## config.mk

```make
export PLATFORM = sky130hd
export DESIGN_NAME = barrett_reduce_pipe
export DESIGN_NICKNAME = d
export VERILOG_FILES = /design/src/rtl/barrett_reduce_pipe.sv
export SDC_FILE = /design/constraint.sdc
export NUM_CORES = 1
export LEC_CHECK = 0
export CAP_MARGIN = 20
export CORE_MARGIN = 2
export CORE_UTILIZATION = 35
export DETAILED_ROUTE_END_ITERATION = 10
export PLACE_DENSITY = 0.49
export SYNTH_ARGS = -nofsm -noshare
export SYNTH_HDL_FRONTEND = slang
export SYNTH_SLANG_ARGS = --single-unit
```

## constraint.sdc

```tcl
create_clock -name clk -period 7.8 [get_ports clk]
set_input_delay 0.78 -clock clk [delete_from_list [all_inputs] [get_ports clk]]
set_output_delay 0.78 -clock clk [all_outputs]
set_load 0.1 [all_outputs]
```

## src/rtl/barrett_reduce_pipe.sv

```systemverilog
// Three-stage Barrett reduction pipeline that computes dout_r = din_a mod Q and carries a tag.
// Optional build macro BARRETT_RANGE_CHK_EN adds an err output for operands >= Q*Q.
module barrett_reduce_pipe #(
  parameter int Q     = 3433,
  parameter int K     = 12,
  parameter int TAG_W = 4
) (
  input  logic             clk,
  input  logic             rst,
  input  logic             in_valid,
  output logic             in_ready,
  input  logic [2*K-1:0]   din_a,
  input  logic [TAG_W-1:0] in_tag,
  output logic             out_valid,
  input  logic             out_ready,
  output logic [K-1:0]     dout_r,
  output logic [TAG_W-1:0] out_tag
`ifdef BARRETT_RANGE_CHK_EN
  ,
  output logic             err
`endif
);

  localparam logic [2*K:0] POW2K   = (2*K+1)'(1) << (2*K);
  localparam logic [2*K:0] Q_WIDE  = (2*K+1)'(Q);
  localparam logic [2*K:0] MU_WIDE = POW2K / Q_WIDE;
  localparam logic [K:0]   MU      = (K+1)'(MU_WIDE);
  localparam logic [K+1:0] QK      = (K+2)'(Q);
  localparam logic [K+1:0] Q2K     = (K+2)'(2*Q);

  logic             w_adv;
  logic [2*K:0]     w_p1;
  logic [K:0]       w_pHi1;
  logic [K+1:0]     w_tq2;
  logic [K+1:0]     w_r2;
  logic [K+1:0]     w_red3;
  logic [K-1:0]     w_dout3;

  logic             r_v1;
  logic [K+1:0]     r_aLo1;
  logic [K:0]       r_pHi1;
  logic [TAG_W-1:0] r_tag1;

  logic             r_v2;
  logic [K+1:0]     r_r2;
  logic [TAG_W-1:0] r_tag2;

  logic             r_v3;
  logic [K-1:0]     r_dout3;
  logic [TAG_W-1:0] r_tag3;

  assign w_adv     = !r_v3 || out_ready;
  assign in_ready  = w_adv;
  assign out_valid = r_v3;
  assign dout_r    = r_dout3;
  assign out_tag   = r_tag3;

  // Only p >> K is ever consumed, so S1 keeps just that slice of the product.
  assign w_p1   = (2*K+1)'(din_a[2*K-1:K]) * (2*K+1)'(MU);
  assign w_pHi1 = (K+1)'(w_p1 >> K);

  // r is known to be below 3Q < 2^(K+2), so modular K+2-bit arithmetic is exact.
  assign w_tq2 = (K+2)'(r_pHi1) * QK;
  assign w_r2  = r_aLo1 - w_tq2;

  always_comb begin
    w_red3 = r_r2;
    if (r_r2 >= Q2K) begin
      w_red3 = r_r2 - Q2K;
    end else if (r_r2 >= QK) begin
      w_red3 = r_r2 - QK;
    end
  end

`ifdef BARRETT_RANGE_CHK_EN
  logic w_oor1;
  logic r_err1;
  logic r_err2;
  logic r_err3;

  localparam logic [2*K:0] QSQ = Q_WIDE * Q_WIDE;

  assign w_oor1  = ({1'b0, din_a} >= QSQ);
  assign w_dout3 = r_err2 ? '0 : K'(w_red3);
  assign err     = r_err3;

  always_ff @(posedge clk) begin
    if (rst) begin
      r_err1 <= 1'b0;
      r_err2 <= 1'b0;
      r_err3 <= 1'b0;
    end else if (w_adv) begin
      r_err1 <= w_oor1;
      r_err2 <= r_err1;
      r_err3 <= r_err2;
    end
  end
`else
  assign w_dout3 = K'(w_red3);
`endif

  // Every stage, including its valid bit, moves only when the output slot can drain.
  always_ff @(posedge clk) begin
    if (rst) begin
      r_v1    <= 1'b0;
      r_aLo1  <= '0;
      r_pHi1  <= '0;
      r_tag1  <= '0;
      r_v2    <= 1'b0;
      r_r2    <= '0;
      r_tag2  <= '0;
      r_v3    <= 1'b0;
      r_dout3 <= '0;
      r_tag3  <= '0;
    end else if (w_adv) begin
      r_v1    <= in_valid;
      r_aLo1  <= din_a[K+1:0];
      r_pHi1  <= w_pHi1;
      r_tag1  <= in_tag;
      r_v2    <= r_v1;
      r_r2    <= w_r2;
      r_tag2  <= r_tag1;
      r_v3    <= r_v2;
      r_dout3 <= w_dout3;
      r_tag3  <= r_tag2;
    end
  end

endmodule

```

==> impl_metrics.yaml <==
global_routing:
  track_usage_pct: 15.36
  grt-ovfl-total: 0
  grt_pass1_vias: 5634
  antenna_found_initial: 0
  grt_pass1_wl_mm: 27.32
  grt_max_degree: 76
cells_and_area:
  num_antenna_cells: 0
  drive_above_1_share_pct: 4.027
  nFillCells: 2155
  design_area_sq_um: 8593
  area_growth_pct: 14.50
  nets: 1139
worst_setup_path:
  worst-path-stages: 18
  cp.required_ps: 8040
  r2r_slack_ps: 3360
  critical_path_arrival_ps: 6280
  cp_num_buf_inv: 3
  r2r-start: "r_aLo1[3]$_SDFFE_PP0P_"
  cpLargestDelayFamily: "adder cells"
  start_kind: "primary input"
  crit_top_cell: "fa_1"
  path_cells: "clkdlybuf4s50_1 > fa_1 > inv_1 > fa_1 > fa_1 > fa_1 > fa_1 > inv_1 > ha_1 > nor4_1 > o211ai_1 > o221ai_2 > a31oi_2 > a31oi_4 > o21ai_1 > o41ai_2 > nor3_1 > a311o_1"
  slowest_delay_ps: 580
  crit_fanout: 6
  r2r_cells: 15
  critical_path_class: "in -> reg"
  cp-end-kind: "flip-flop"
  startpoint: "din_a[21]"
  crit_path_top_delay_cell: "fa_1"
clock_tree:
  path_clk_slew_ps: 60
  cts_sinks: 68
  root_buffer: "clkbuf_16"
  ctsHoldBuffers: 0
  cts_buffers: 9
  cts_resized: 0
  h-tree-depth: 3
  clock_latency_ps: 340
  post_cts_buffers: 0
  cts_tree: "done"
  cts.path.max_buffers: 2
timing:
  setup_viol_count_final: 0
  fin_tns_setup_ps: 0
  fin_crit_sh_pct: 77.40
  fmax_mhz: 165.6
  layout_setup_ws_ps: 1763
  slew_headroom_pct: 34.39
  hold_violations: 0
  slew_viol_final: 0
  period_minus_slack_ps: 6037
  tightestPinTransition_ps: 981.1
  skew_ps: 6.078
  rsz0062_at_grt: "no"
detailed_routing:
  wire_per_inst_microns: 13.98
  drtAntennaViolNets: 0
  drt_iter0_drc: 156
  wl_mm: 16.34
  viasPerCell: 4.737
  first_pass_iters: 4
  vias: 5538
  drcViolationCount: 0
synthesis:
  syn_area_per_cell_sq_um: 8.798
  ys_seq_area_share_pct: 18.14
  syn_nets: 1103
  yosysTopAreaCellShare_pct: 24.51
  synth_flop_cell: "dfxtp_1"
  synthDistinctLibCells: 59
  synth_compound_area_share_pct: 12.72
  synth_top_family_by_area: "adder cells"
  synth-seq-cells: 68
  synth-edff-count: 0
  synth_top_area_cell: "ha_1"
  synth_fa_ha_area_share_pct: 43.45
  async_flop_share_pct: 0
  synth.area.top_cells: "ha_1 25%, fa_1 19%, dfxtp_1 18%, inv_1 8.0%, nand2_1 5.6%"
  synth_cells: 853
  synth_area_sq_um: 7505
  synthXorXnorAreaFrac_pct: 4.552
  synthSimpleGateAreaFrac_pct: 11.49
  synth_warnings: 0
  synth_mux_area_share_pct: 0
floorplan:
  num_rows: 53
  die_h_microns: 150.4
  start_util_pct: 35.70
  die_x_microns: 150.4
  core_area_sq_um: 21020
  die-area_sq_um: 22630
  io-pin-count: 50
hold_path:
  hold_start: "r_tag2[1]$_SDFFE_PP0P_"
  min_path_type: "reg -> reg"
  min_path_cells: 2
job:
  max-cap-violations: 0
placed_design:
  pre_cts_slack_ps: 1372
  placed_area_sq_um: 8244
  gp_congestion: 0.7994
  dp_hpwl_mm: 12.92
  io_buffers: 49
status:
  status: "finished, final reports clean"
synth_stat cells, types with 2 or more instances:
cell,n
o211ai_1,2
or2_2,2
and3_1,2
buf_6,2
o2111ai_1,2
o21ai_1,9
o41ai_1,2
fa_1,71
o21bai_1,3
nand2_1,111
ha_1,147
o21ai_0,11
nor2_1,25
inv_1,160
a211oi_1,7
o31ai_1,3
or3_1,5
or4_1,3
nand4_1,3
dfxtp_1,68
xnor2_1,26
nor2b_1,3
buf_1,4
a21oi_1,67
a31oi_1,6
and4_1,2
a311o_1,3
a21boi_1,2
clkbuf_1,18
nor3_1,12
nand2b_1,2
o31a_1,2
o21a_1,9
nor4_1,4
nand3_1,13
a21o_1,5
xor2_1,13
buf_2,3
layout make-up:
cell class	count	area [sq um]	share of cell area, %
inverter	161	604.3	7.033
multi-input combinational	597	5426	63.15
clock buffer	9	225.2	2.621
timing repair buffer	52	508.0	5.911
sequential	68	1361	15.84
clock inverter	7	123.9	1.441
tap	275	344.1	4.004
layout by cell type (no fill, tap or decap), drive strengths merged, types with 2 or more instances in the layout:
master / instances
inv: 162
ha: 147
nand2: 112
fa: 71
dfxtp: 68
a21oi: 68
clkdlybuf4s50: 48
xnor2: 26
nor2: 26
o21ai: 21
nand3: 13
xor2: 13
nor3: 12
o21a: 9
clkbuf: 9
a31oi: 8
a211oi: 7
a21o: 5
or3: 5
nor4: 4
buf: 4
o21bai: 3
o31ai: 3
or4: 3
nand4: 3
a311o: 3
bufinv: 3
or2: 3
nor2b: 3
o211ai: 3
a21boi: 3
o41ai: 3
o31a: 2
nand2b: 2
o2111ai: 2
and3: 2
and4: 2
clkinv: 2
state kept, by name, indices dropped and copies added (netlist names):
signal	cells
r_r2	14
r_aLo1	14
dout_r	12
r_v1	1
r_pHi1	13
r_tag1	4
out_tag	4
r_v2	1
r_tag2	4
out_valid	1
worst reg2reg max path, cell delays in order, from the launching register on:
cell and delay (ps):
dfxtp_1 430, inv_1 160, fa_1 440, fa_1 550
fa_1 440, xnor2_1 230, ha_1 280, o21a_1 120
o21ai_0 210, a21boi_1 140, o41ai_1 400, a21oi_1 200
a31oi_1 350, o21ai_1 150, xnor2_1 170, o21ai_1 70
layer usage:
layer	GRT usage, %	share of wire (%)
met2	28.00	50
met3	2.545	1.9
met5	0	0
met1	18.96	47
met4	3.255	0.83
metrics by stage:
stage               cells  hold slack, ps  utilization (%)
finish               1169           451.5            40.88
global route         1169           469.7            40.88
floorplan             853           431.5                -
CTS                  1169           452.3            40.88
detailed placement   1153           443.6            39.22
global placement     1153           438.7            39.22
kinds of logic after synthesis:
logic type      Yosys count
compound gates          146
xor+xnor                 39
fa+ha+maj               218
buf+inv                 188
flops                    68
simple gates            194
path summary, 6_finish.rpt:
kind / to
hold / removal: r_tag2[1]$_SDFFE_PP0P_
setup reg to reg: r_r2[13]$_SDFFE_PP0P_
setup / recovery: r_pHi1[12]$_SDFFE_PP0P_
hold reg to reg: r_tag2[1]$_SDFFE_PP0P_
Power is left out: the tool's default activity adds up to more than one toggle a clock period on the data nets, which glitch-free logic cannot reach.
